File: src/rtl/bft_stream_packetizer.sv
// bft_stream_packetizer: wraps 32-bit user words into BFT packets and injects
// them toward the tree under credit-based flow control. A 4-entry FIFO absorbs
// user words while the output register is stalled or out of credits. Credits
// are returned by port-0 control packets arriving from the BFT.
//
// state   | meaning
// --------+-------------------------------------------------------------
// S_EMPTY | output register holds no packet (dout[48] = 0)
// S_FULL  | output register holds a packet waiting for bft_accept
module bft_stream_packetizer #(
    parameter int PACKET_BITS        = 49,
    parameter int PAYLOAD_BITS       = 32,
    parameter int NUM_LEAF_BITS      = 5,
    parameter int NUM_PORT_BITS      = 4,
    parameter int NUM_ADDR_BITS      = 7,
    parameter int NUM_BRAM_ADDR_BITS = 7,
    parameter int FIFO_DEPTH_BITS    = 2
) (
    input  logic                      clk_bft,
    input  logic                      reset_n,
    input  logic [NUM_LEAF_BITS-1:0]  dest_leaf,
    input  logic [NUM_PORT_BITS-1:0]  dest_port,
    input  logic [PAYLOAD_BITS-1:0]   din_leaf_user2interface,
    input  logic                      vld_user2interface,
    output logic                      ack_interface2user,
    output logic [PACKET_BITS-1:0]    dout_leaf_interface2bft,
    input  logic                      bft_accept,
    input  logic [PACKET_BITS-1:0]    din_leaf_bft2interface,
    output logic [NUM_BRAM_ADDR_BITS:0] credits
);

    localparam int CREDIT_BITS = NUM_BRAM_ADDR_BITS + 1;
    localparam int FIFO_DEPTH  = 1 << FIFO_DEPTH_BITS;
    localparam int PORT_LSB    = PAYLOAD_BITS + NUM_ADDR_BITS;
    localparam int PORT_MSB    = PORT_LSB + NUM_PORT_BITS - 1;

    localparam logic [CREDIT_BITS:0]   MAX_CREDITS_W = (CREDIT_BITS + 1)'(1 << NUM_BRAM_ADDR_BITS);
    localparam logic [CREDIT_BITS-1:0] MAX_CREDITS   = CREDIT_BITS'(1 << NUM_BRAM_ADDR_BITS);

    localparam logic [0:0] S_EMPTY = 1'b0;
    localparam logic [0:0] S_FULL  = 1'b1;

    logic [PAYLOAD_BITS-1:0]    fifo_mem [FIFO_DEPTH];
    logic [FIFO_DEPTH_BITS-1:0] wr_ptr;
    logic [FIFO_DEPTH_BITS-1:0] rd_ptr;
    logic [FIFO_DEPTH_BITS:0]   fifo_count;
    logic                       fifo_empty;
    logic                       fifo_full;
    logic                       fifo_wr;
    logic                       fifo_rd;

    logic                       push;
    logic                       head_avail;
    logic [PAYLOAD_BITS-1:0]    head_word;
    logic                       load;

    logic [0:0]                 state;
    logic [0:0]                 state_next;
    logic [NUM_ADDR_BITS-1:0]   addr_cnt;

    logic [CREDIT_BITS-1:0]     credit_cnt;
    logic                       ret_valid;
    logic [CREDIT_BITS-1:0]     ret_amt;
    logic [CREDIT_BITS:0]       credit_sum;
    logic [CREDIT_BITS-1:0]     credit_next;
    logic                       unused_din_bits;

    assign fifo_empty = (fifo_count == '0);
    assign fifo_full  = (fifo_count == (FIFO_DEPTH_BITS + 1)'(FIFO_DEPTH));

    // ack only depends on registered FIFO state, so a pop in a full cycle
    // does not reopen the input until the following cycle.
    assign ack_interface2user = reset_n && !fifo_full;
    assign push               = vld_user2interface && ack_interface2user;

    // First-word fall-through: a word arriving into an empty FIFO can be
    // loaded into the output register on the same edge it is accepted.
    assign head_avail = !fifo_empty || push;
    assign head_word  = fifo_empty ? din_leaf_user2interface : fifo_mem[rd_ptr];
    assign load       = head_avail && (credit_cnt != '0) &&
                        ((state == S_EMPTY) || bft_accept);

    assign fifo_wr = push && !(fifo_empty && load);
    assign fifo_rd = load && !fifo_empty;

    // Port 0 is reserved for control; only valid port-0 packets return credits.
    assign ret_valid = din_leaf_bft2interface[PACKET_BITS-1] &&
                       (din_leaf_bft2interface[PORT_MSB:PORT_LSB] == '0);
    assign ret_amt   = ret_valid ? din_leaf_bft2interface[CREDIT_BITS-1:0] : '0;

    assign credit_sum  = (CREDIT_BITS + 1)'(credit_cnt) - (CREDIT_BITS + 1)'(load)
                       + (CREDIT_BITS + 1)'(ret_amt);
    assign credit_next = (credit_sum > MAX_CREDITS_W) ? MAX_CREDITS
                                                      : credit_sum[CREDIT_BITS-1:0];
    assign credits     = credit_cnt;

    assign unused_din_bits = ^{din_leaf_bft2interface[PACKET_BITS-2:PORT_MSB+1],
                               din_leaf_bft2interface[PORT_LSB-1:CREDIT_BITS]};

    // FIFO storage; contents need no reset since occupancy is tracked separately.
    always_ff @(posedge clk_bft) begin
        if (fifo_wr) begin
            fifo_mem[wr_ptr] <= din_leaf_user2interface;
        end
    end

    // FIFO pointers and occupancy.
    always_ff @(posedge clk_bft or negedge reset_n) begin
        if (!reset_n) begin
            wr_ptr     <= '0;
            rd_ptr     <= '0;
            fifo_count <= '0;
        end else begin
            if (fifo_wr) begin
                wr_ptr <= wr_ptr + FIFO_DEPTH_BITS'(1);
            end
            if (fifo_rd) begin
                rd_ptr <= rd_ptr + FIFO_DEPTH_BITS'(1);
            end
            case ({fifo_wr, fifo_rd})
                2'b10:   fifo_count <= fifo_count + (FIFO_DEPTH_BITS + 1)'(1);
                2'b01:   fifo_count <= fifo_count - (FIFO_DEPTH_BITS + 1)'(1);
                default: fifo_count <= fifo_count;
            endcase
        end
    end

    // Output register occupancy.
    always_comb begin
        state_next = state;
        case (state)
            S_EMPTY: if (load) state_next = S_FULL;
            S_FULL:  if (bft_accept && !load) state_next = S_EMPTY;
            default: state_next = S_EMPTY;
        endcase
    end

    // Output packet register, control state and sequence address.
    always_ff @(posedge clk_bft or negedge reset_n) begin
        if (!reset_n) begin
            state                   <= S_EMPTY;
            dout_leaf_interface2bft <= '0;
            addr_cnt                <= '0;
        end else begin
            state <= state_next;
            if (load) begin
                dout_leaf_interface2bft <= {1'b1, dest_leaf, dest_port, addr_cnt, head_word};
                addr_cnt                <= addr_cnt + NUM_ADDR_BITS'(1);
            end else if (bft_accept) begin
                dout_leaf_interface2bft <= '0;
            end
        end
    end

    // Credit counter: consumption and returns combine in one saturating update.
    always_ff @(posedge clk_bft or negedge reset_n) begin
        if (!reset_n) begin
            credit_cnt <= MAX_CREDITS;
        end else begin
            credit_cnt <= credit_next;
        end
    end

endmodule

File: config.mk
export PLATFORM = sky130hd
export DESIGN_NAME = bft_stream_packetizer
export DESIGN_NICKNAME = d
export VERILOG_FILES = /design/src/rtl/bft_stream_packetizer.sv
export SDC_FILE = /design/constraint.sdc
export NUM_CORES = 1
export LEC_CHECK = 0
export ABC_AREA = 1
export CELL_PAD_IN_SITES_DETAIL_PLACEMENT = 1
export CELL_PAD_IN_SITES_GLOBAL_PLACEMENT = 1
export CORE_ASPECT_RATIO = 2
export CORE_UTILIZATION = 45
export CTS_CLUSTER_DIAMETER = 200
export CTS_CLUSTER_SIZE = 24
export DETAILED_ROUTE_END_ITERATION = 8
export PLACE_DENSITY_LB_ADDON = 0.12
export REMOVE_ABC_BUFFERS = 1
export SLEW_MARGIN = 20
export SYNTH_ARGS = -nofsm -noshare
export SYNTH_HDL_FRONTEND = slang
export SYNTH_SLANG_ARGS = --single-unit
File: constraint.sdc
create_clock -name clk_bft -period 5 [get_ports clk_bft]
set_input_delay 0.5 -clock clk_bft [delete_from_list [all_inputs] [get_ports clk_bft]]
set_output_delay 0.5 -clock clk_bft [all_outputs]
set_load 0.01 [all_outputs]
# [Word-level counts from Yosys, hierarchy flattened]
# Memory sizes are Yosys's and may differ from the RTL's.
# Cells that the tools add are included.
[op_classes] n_reduce_logical=20 addsub=7 n_eq_ne=3 order_cmp=1 bitwise_logic=1 n_mux=11
[ops] operator="2-to-1 mux 49 bit" count=2
[ops] operator="2-to-1 mux 32 bit" count=1
[ops] operator="2-to-1 mux 8 bit" count=2
[ops] operator="adder 9 x 8 -> 9 bit" count=1
[ops] operator="greater-than comparator 9 x 8 -> 1 bit, second input constant" count=1
[ops] operator="logical AND 1 bit" count=9
[ops] operator="subtractor 8 x 1 -> 9 bit" count=1
[ops] operator="nonzero test 8 bit" count=1
[ops] operator="adder 7 x 1 -> 7 bit, second input constant" count=1
[ops] operator="one-hot mux 3 bit (2 select lines)" count=1
[ops] operator="adder 2 x 1 -> 2 bit, second input constant" count=2
[ops] operator="logical NOT 1 bit" count=4
[ops] operator="logical NOT 4 bit" count=1
[ops] operator="2-to-1 mux 1 bit" count=4
[ops] operator="nonzero test 2 bit" count=2
[ops] operator="adder 3 x 1 -> 3 bit, second input constant" count=1
[ops] operator="equality test 3 bit, second input constant" count=1
[ops] operator="logical NOT 3 bit" count=1
[ops] operator="subtractor 3 x 1 -> 3 bit, second input constant" count=1
[ops] operator="equality test 2 x 1 -> 1 bit, second input constant" count=1
[ops] operator="equality test 2 bit, second input constant" count=1
[ops] operator="logical OR 1 bit" count=2
[ops] operator="one-hot mux 1 bit (2 select lines)" count=1
[ops] operator="NOT 1 bit" count=1
[word_totals] mem_count=1 wordCells=51 mem_bits_rw=128 reg_bits=72 input_bits=94 output_inout_bits=58
[memory_table] memory="fifo_mem" words=4 width=32 rd=1 rd_ports_with_merged_regs=0 wr=1 line_no="43" rtl="logic [PAYLOAD_BITS-1:0] fifo_mem [FIFO_DEPTH];"

# [Longest topological paths before layout]
# Gate-level depths: netlist of the first run.
[depth] ltp_word=12 depth_mapped=22 depth_no_buf=22

# [Least setup slack after synthesis of the first run]
# Ideal clock, no wire load.
[synth_timing] kind="reg-to-reg" start="reg credit_cnt[1] (netlist: credits[1])" end="mem fifo_mem[0][0] (enable)" path_buffers=0 path_slack_ns=2.078 synth_period_minus_slack_ns=2.922 setup_time_ns=0.421 required_time_ns=4.579 t_arrival_ns=2.501 path_stages_with_launch=10 path_cell_list="dfrtp_1 > inv_1 > nand2_1 > nor3_1 > nand2_1 > nand3_4 > inv_2 > nand2_1 > nand2_2 > nor2_1"
[synth_via] elab_chain_cells=8
[synth_rtl] item="start, declared" line_no="61" rtl="logic [CREDIT_BITS-1:0] credit_cnt;"
[synth_rtl] item="start signal, assigned" line_no="160" rtl="credit_cnt <= credit_next;"
[synth_rtl] item="nonzero test 8 bit" line_no="80" rtl="assign load = head_avail && (credit_cnt != '0) &&"
[synth_rtl] item="logical AND 1 bit (2 in a row)" line_no="80"
[synth_rtl] item="logical AND 1 bit" line_no="83" rtl="assign fifo_wr = push && !(fifo_empty && load);"
[synth_rtl] item="logical NOT 1 bit" line_no="83"
[synth_rtl] item="logical AND 1 bit" line_no="83"
[synth_rtl] item="2-to-1 mux 1 bit" line_no="102" rtl="if (fifo_wr) begin"
[synth_rtl] item="2-to-1 mux 1 bit (not written as such)" line_no="103" rtl="fifo_mem[wr_ptr] <= din_leaf_user2interface;"
[synth_rtl] item="end, declared" line_no="43"
# No other way between the ends.

# [Final worst setup path of the first run]
[layout_timing] start="in reset_n" end="reg fifo_count[2]"
[layout_via] elab_chain_cells=10 word_cells_on_any_way=13 classes_between="eq/ne: 2; mux: 1; reduce/logical: 10"
[layout_rtl] item="start, declared" line_no="20" rtl="input logic reset_n,"
[layout_rtl] item="logical AND 1 bit *" line_no="73" rtl="assign ack_interface2user = reset_n && !fifo_full;"
[layout_rtl] item="logical AND 1 bit *" line_no="74" rtl="assign push = vld_user2interface && ack_interface2user;"
[layout_rtl] item="logical OR 1 bit" line_no="78" rtl="assign head_avail = !fifo_empty || push;"
[layout_rtl] item="logical AND 1 bit (2 in a row)" line_no="80"
[layout_rtl] item="logical AND 1 bit" line_no="83"
[layout_rtl] item="logical NOT 1 bit" line_no="83"
[layout_rtl] item="logical AND 1 bit" line_no="83"
[layout_rtl] item="equality test 2 x 1 -> 1 bit or equality test 2 bit (tied branches)" line_no="120" rtl="case ({fifo_wr, fifo_rd})"
[layout_rtl] item="one-hot mux 3 bit (2 select lines) or nonzero test 2 bit (tied branches)"
[layout_rtl] item="end signal, assigned" line_no="121" rtl="2'b10: fifo_count <= fifo_count + (FIFO_DEPTH_BITS + 1)'(1);"
[layout_rtl] item="end signal, assigned" line_no="122" rtl="2'b01: fifo_count <= fifo_count - (FIFO_DEPTH_BITS + 1)'(1);"
[layout_rtl] item="end signal, assigned" line_no="123" rtl="default: fifo_count <= fifo_count;"
[layout_rtl] item="end, declared" line_no="46" rtl="logic [FIFO_DEPTH_BITS:0] fifo_count;"
# Mark *: on every way between the ends. The rest lies on a longest branch, timed or not.
# A chain may end at the register's enable or synchronous reset.

==> flow_metrics.py, run 1 <==
metrics = {
    "status": {
        "outcome": "finished clean",
    },
    "sta": {
        "highest_achievable_clock_rate_mhz": 257.9,
        "final_min_period_over_clock_period_pct": 77.55,
        "max-slew-margin-rel_pct": 37.87,
        "setup_ws_ps": 1123,
        "drv_slew": 0,
        "worst_slew_pin_slew_ps": 930.6,
        "fin_tns_setup_ps": 0,
        "post-route-min-period_ps": 3878,
        "setup_viol_count_final": 0,
        "rsz0062_at_grt": "false",
        "post_route_clock_skew_ps": 13.24,
        "timing_hold_violations_final": 0,
    },
    "clocking": {
        "ctsLongestPathBuffers": 2,
        "clkSinkCount": 200,
        "cts_hold_repair.buffers": 1,
        "clk-insertion-delay-late_ps": 440,
        "tritoncts": "done",
        "clockRootBuffer": "clkbuf_16",
        "cts_post_setup_buffers_inserted": 0,
        "htree_levels": 4,
        "clk_transition_reported_paths_ps": 70,
        "post_cts.resized_instances": 0,
        "clock_buffers_created_by_tritoncts": 17,
    },
    "routing": {
        "detail_route.wl_per_cell_microns": 18.65,
        "met2_wirelength_mm": 12.48,
        "postRouteWirelength_mm": 21.64,
        "drcViolationCount": 0,
        "met3_wire_len_microns": 668,
        "vias": 6177,
        "firstDrtPassIters": 4,
        "m1WireLength_mm": 8.062,
        "detail-route-antenna-nets": 0,
        "maxUsedRoutingLayer": "met4",
        "dr.first_iter.drc_count": 181,
        "vias_per_cell": 5.325,
    },
    "worst_setup_path": {
        "rrSetupSlack_ps": 1600,
        "required_ps": 5320,
        "timing.reg2reg.worst_path_depth": 13,
        "cp_data_arrival_time_ps": 4200,
        "critical_path.startpoint_type": "input pin",
        "timing.critical_path.to_type": "register",
        "timing.critical_path.to": "fifo_count[2]$_DFFE_PN0P_",
        "worstReg2RegStart": "credits[6]$_DFF_PN0_",
        "critical_path.startpoint": "reset_n",
        "worstSetupPathType": "input pin to register",
        "worst-path-max-fanout": 31,
        "r2r_end": "fifo_count[1]$_DFFE_PN0P_",
    },
    "final_layout": {
        "final.fill_count": 2009,
        "post_route_cells_drive_above_1_share_pct": 6.851,
        "num-nets-final": 1009,
        "antenna-diode-count": 0,
        "area_delta_synth_final_pct": 24.58,
    },
    "floorplan": {
        "die_area_sq_mm": 0.01960,
        "die-height_microns": 197,
        "die_w_microns": 99.50,
        "num_io_pins": 152,
        "row_count": 71,
        "floorplan.initialDensity_pct": 45.64,
        "core_area_sq_mm": 0.01874,
    },
    "global_route": {
        "grt_first_pass_wirelength_mm": 34.40,
        "gr-usage-all-layers_pct": 23.24,
        "largest_net_degree_at_the_start_of_global_routing": 68,
        "grt.overflow.total": 0,
        "grt_antenna_before_repair": 0,
        "first_global_vias": 6771,
    },
    "logic_synthesis": {
        "gate_count_after_technology_mapping": 783,
        "postSynth.topFlopCell": "edfxtp_1",
        "synth-seq-cells": 200,
        "yosysWarnings": 0,
        "postSynthAreaPerCell_sq_um": 10.93,
        "postSynth.asyncResetShare_pct": 36.00,
        "synth_seq_area_share_pct": 66.00,
        "synth_area_sq_mm": 0.008556,
        "number_of_enable_flip_flop_cells_after_synthesis": 128,
        "synth_cell_types": 31,
    },
    "place": {
        "gp_congestion": 0.8056,
        "numPortBuffers": 115,
        "pre_cts_ws_ps": 1124,
        "detailedPlacementHpwl_mm": 14.24,
    },
    "job": {
        "maxCapViolCount": 0,
    },
    "hold_path": {
        "min-delay-start": "dout_leaf_interface2bft[39]$_DFFE_PN0P_",
        "hold_path.class": "register to register",
    },
    "power_and_ir_drop": {
        "leakage_nw": 4.260,
        "pwr_density_cell_mw_per_mm2": 611.8,
        "irDropWorstVdd_v": 0.0004083,
    },
}
==> worst min path at each step <==
stage | to | depth (start not counted) | slack [ps]
6_report | dout_leaf_interface2bft[39]$_DFFE_PN0P_ | 2 | 480
5_1_grt | dout_leaf_interface2bft[37]$_DFFE_PN0P_ | 2 | 500
4_1_cts | dout_leaf_interface2bft[39]$_DFFE_PN0P_ | 2 | 480
3_5_place_dp | dout_leaf_interface2bft[47]$_DFFE_PN0P_ | 1 | 460
3_3_place_gp | dout_leaf_interface2bft[42]$_DFFE_PN0P_ | 1 | 460
2_1_floorplan | addr_cnt[0]$_DFFE_PN0P_ | 0 | 200
==> where the power goes <==
| group | total (mW) | leakage (nW) | internal (mW) | switching (mW) |
|---|---|---|---|---|
| sequential | 2.33 | 2.07 | 2.15 | 0.181 |
| combinational | 2.72 | 1.89 | 1.04 | 1.68 |
| clock | 1.47 | 0.302 | 0.857 | 0.609 |
==> final cells by class <==
type | instances | area, sq um | share of cell area, %
repair buffers | 128 | 1299 | 12.18
inverters | 68 | 255.2 | 2.395
clock buffers | 19 | 442.9 | 4.155
flip-flops and latches | 200 | 5648 | 52.99
multi-input cells | 477 | 2504 | 23.49
well taps | 255 | 319.1 | 2.993
clock inverters | 13 | 191.4 | 1.796
==> cell usage after synthesis (2+ instances only) <==
cell type,n,area share (%)
o21ai_1,12,0.70
fa_1,2,0.47
nor2_1,68,3.0
nand2_1,170,7.5
nor3_1,3,0.18
a21oi_1,19,1.1
nand2_2,3,0.22
o21ai_0,111,6.5
o221ai_1,25,2.6
nor2_2,2,0.15
ha_1,21,3.1
buf_2,14,0.82
edfxtp_1,128,45
a22o_1,7,0.72
buf_6,3,0.39
dfrtp_1,71,21
clkbuf_1,20,0.88
o21a_1,2,0.18
inv_2,3,0.13
nand3_1,17,0.99
xor2_1,7,0.72
nand4_1,3,0.22
inv_1,64,2.8
==> routing by layer <==
metal  up-vias  GRT usage [%]
li1       2899              -
met1      3139          24.62
met2       114          45.29
met3        25          3.830
met4         0          8.007
met5         -              0
==> cell families after synthesis <==
family          after synthesis  share of synthesized area [%]
simple gates                269                          12.55
flops                       200                          66.00
compound gates              177                          11.98
buf+inv                     106                          5.118
fa+ha+maj                    23                          3.539
xor+xnor                      8                         0.8190
==> worst max-delay path, cell delays in order <==
cell and delay (ps):
dlygate4sd3_1 520, buf_4 360, a21boi_4 270, nand2_2 80, nand2_2 90, nand3_4 180
buf_4 340, inv_2 320, nand2_1 170, nand2_2 260, ha_1 200, inv_1 70
fa_1 380, a21oi_1 160, o21ai_0 120, xor2_1 150
==> per-stage QoR <==
stage / std cells / power, mW / utilization [%] / cell area (sq um) / hold slack [ps]
floorplan: 745 / 3.915 / - / 8373 / 204.4
global placement: 1123 / 4.929 / 53.00 / 9935 / 456.4
detailed placement: 1127 / 5.131 / 53.43 / 10010 / 461.6
CTS: 1160 / 6.607 / 56.87 / 10660 / 482.5
global route: 1160 / 6.985 / 56.87 / 10660 / 500.0
finish: 1160 / 6.521 / 56.87 / 10660 / 475.1
==> placed cells by master (no fill, tap or decap), drive strengths merged <==
master	count
nor2	70
ha	21
dfstp	1
clkbuf	19
clkinv	4
nand4	3
inv	71
xor2	7
a21oi	19
or2	1
xnor2	1
dfrtp	71
edfxtp	128
nor3	3
a22o	7
nand3	18
o21ai	123
nor4	1
clkinvlp	2
buf	13
nand2	173
clkdlybuf4s50	114
o221ai	25
bufinv	4
o21a	2
a21boi	1
fa	2
dlygate4sd3	1
==> flip-flops by register name, summed over array words and instances, names as in the netlist <==
register	cells
fifo_mem	128
dout_leaf_interface2bft	49
credits	8
addr_cnt	7
fifo_count	3
rd_ptr	2
wr_ptr	2
state	1
No activity file was read; power rests on OpenSTA's default activity.
==> run 2: changes to the inputs <==
Settings changed: CORE_UTILIZATION 45 to 37.
Clock period 5 ns to 3.1 ns, I/O delays scaled along.
==> run 2 against run 1 <==
  * Clock skew is 6.1 ps lower
  * Setup slack got worse by 920 ps
  * Cell count is 3.2% higher
  * Core utilization shrank 9.1 points
  * Register-to-register slack worse by 1400 ps
  * Global-route usage decreased by 2.7 points
  * Wire length is 4.2% higher
  * Flip-flop and latch count did not move
==> flow_metrics.py, run 2 (same netlist as run 1, synthesis figures left out) <==
metrics = {
    "status": {
        "outcome": "finished clean",
    },
    "sta": {
        "fin_tns_setup_ps": 0,
        "final_min_period_over_clock_period_pct": 93.48,
        "timing_hold_violations_final": 0,
        "worst_slew_pin_slew_ps": 856.3,
        "highest_achievable_clock_rate_mhz": 345.1,
        "post-route-min-period_ps": 2898,
        "drv_slew": 0,
        "post_route_clock_skew_ps": 7.150,
        "setup_viol_count_final": 0,
        "max-slew-margin-rel_pct": 42.83,
    },
    "power_and_ir_drop": {
        "pwr_density_cell_mw_per_mm2": 987.3,
        "leakage_nw": 4.320,
        "irDropWorstVdd_v": 0.0004847,
    },
    "worst_setup_path": {
        "path_common_cell": "nand2_1",
        "critical_path.startpoint": "reset_n",
        "rrSetupSlack_ps": 230,
        "slowest_cell_on_the_critical_path": "dlygate4sd3_1",
        "timing.reg2reg.worst_path_depth": 22,
        "worstReg2RegStart": "credits[6]$_DFF_PN0_",
        "worstSetupPathType": "input pin to register",
        "cp_data_arrival_time_ps": 3270,
        "r2r_end": "credits[0]$_DFF_PN0_",
        "critical_path.startpoint_type": "input pin",
        "crit_path_cell_trace": "dlygate4sd3_1 -> buf_4 -> a21boi_4 -> nand2_2 -> nand2_2 -> nand3_4 -> nor2_4 -> inv_1 -> nand2_1 -> ha_2 -> inv_1 -> fa_1 -> inv_1 -> nand2_1 -> nand2_2 -> nand2_1 -> nand2_1 -> nand3_1 -> nor2_1 -> nand3_1 -> nand2_1 -> nand2_2 -> nor2_1",
        "timing.critical_path.to_type": "register",
        "path_buf_inv": 5,
        "required_ps": 3470,
        "worst-path-max-fanout": 5,
        "critPathTopFamily": "simple AND/OR/NAND/NOR gates",
        "cpPeakStageDelay_ps": 520,
    },
    "hold_path": {
        "min-delay-start": "dest_leaf[2]",
        "hold_path.class": "input pin to register",
        "whs_path_depth": 3,
        "hold-path-endpoint": "dout_leaf_interface2bft[45]$_DFFE_PN0P_",
    },
    "global_route": {
        "largest_net_degree_at_the_start_of_global_routing": 68,
        "first_global_vias": 7007,
        "grt_antenna_before_repair": 1,
        "gr-usage-all-layers_pct": 20.58,
        "grt_first_pass_wirelength_mm": 36.04,
        "grt.overflow.total": 0,
    },
    "final_layout": {
        "post_route_cells_drive_above_1_share_pct": 8.734,
        "stdcell_count": 1197,
        "num-nets-final": 1020,
        "layout_common_cells": "nand2_1 (166), edfxtp_1 (128), clkdlybuf4s50_1 (114)",
        "postLayoutCellArea_sq_mm": 0.01082,
        "regMostFlops": "fifo_mem",
        "layout_commonest_cell": "nand2_1",
        "final_core_util_pct": 47.78,
        "area_delta_synth_final_pct": 26.45,
        "largest_register_ff_count": 128,
    },
    "clocking": {
        "clock_buffers_created_by_tritoncts": 17,
        "clockRootBuffer": "clkbuf_16",
        "clkSinkCount": 200,
        "clk_transition_reported_paths_ps": 70,
        "htree_levels": 4,
        "clk-insertion-delay-late_ps": 440,
        "tritoncts": "done",
        "ctsLongestPathBuffers": 2,
    },
    "floorplan": {
        "core_area_sq_mm": 0.02264,
        "row_count": 78,
        "floorplan.initialDensity_pct": 37.79,
        "die_area_sq_mm": 0.02377,
        "die-height_microns": 217.1,
        "die_w_microns": 109.5,
        "num_io_pins": 152,
    },
    "routing": {
        "vias": 6196,
        "postRouteWirelength_mm": 22.56,
        "firstDrtPassIters": 4,
        "drcViolationCount": 0,
        "detail-route-antenna-nets": 0,
        "detail_route.wl_per_cell_microns": 18.84,
        "vias_per_cell": 5.176,
        "dr.first_iter.drc_count": 223,
    },
    "job": {
        "maxCapViolCount": 0,
    },
    "place": {
        "gp_congestion": 0.8053,
        "numPortBuffers": 115,
        "placed_cell_area_sq_mm": 0.01015,
        "number_of_placed_instances_taps_included": 1162,
        "detailedPlacementHpwl_mm": 14.72,
    },
}
-- run 2: cell count changes in the layout (fill, tap and decap cells not counted), moves of 2 or more --
cell	before	now
buf_12	4	6
buf_4	9	18
nand2_1	169	166
nand2_2	4	6
-- run 2: layer usage --
layer	routed length (microns)	share of wire, %	GRT usage, %	vias to the layer above
li1	-	-	-	2925
met1	8153	36	20.33	3148
met2	13220	59	39.98	97
met3	671	3.0	4.283	26
met4	512	2.3	8.311	0
met5	0	0	0	-
-- run 2: how the worst max path moves through the flow --
stage	end	slack [ps]	cells past startpoint
detailed placement	credits[0]$_DFF_PN0_	-220	23
finish	credits[0]$_DFF_PN0_	200	23
floorplan	fifo_mem[0][0]$_DFFE_PP_	-1010	9
global route	credits[0]$_DFF_PN0_	-30	23
CTS	credits[0]$_DFF_PN0_	40	22
global placement	credits[4]$_DFF_PN0_	-20	23
-- run 2: worst min-delay path: stages --
cell and delay, ps:
clkdlybuf4s50_1 390, nand2_1 60, nand2_1 40
-- run 2: metrics by stage --
stage	total power, mW	worst slack (ps)	hold WS [ps]
final	10.68	202.0	405.8
after global routing	11.50	-30.25	420.3
after floorplan	6.314	-1007	14.41
after detailed placement	8.396	-224.2	382.0
after CTS	10.83	44.85	377.7
after global placement	8.167	-16.94	375.8
-- run 2: power by group --
part           internal, mW  leakage, nW  switching [mW]
Combinational          1.82         1.96            2.74
Sequential             3.47         2.07           0.299
Clock                  1.36        0.296           0.998
Total                  6.64         4.32            4.04
-- run 2: area by class of cell --
class / count / area (sq um)
diodes: 1 / 2.502
clock buffers: 18 / 429.2
clock inverters: 14 / 196.4
fillers: 2482 / 11820
inverters: 68 / 255.2
multi-input cells: 477 / 2531
flip-flops and latches: 200 / 5648
well taps: 280 / 350.3
repair buffers: 139 / 1406
-- run 2: repair_timing --
| action | in CTS | in global routing |
|---|---|---|
| gates cloned | 0 | 0 |
| endpoints found under the setup margin | 5 | 6 |
| pin swaps | 0 | 1 |
| hold buffers | 1 | 0 |
| buffers inserted | 0 | 1 |
| endpoints found under the hold margin | 26 | 0 |
| resized for setup | 2 | 7 |
==> run 3: changes to the inputs <==
Settings changed: CTS_CLUSTER_DIAMETER 200 to 60.
==> results of run 3 <==
The final DEF is identical to that of run 2; final timing and power are the same.
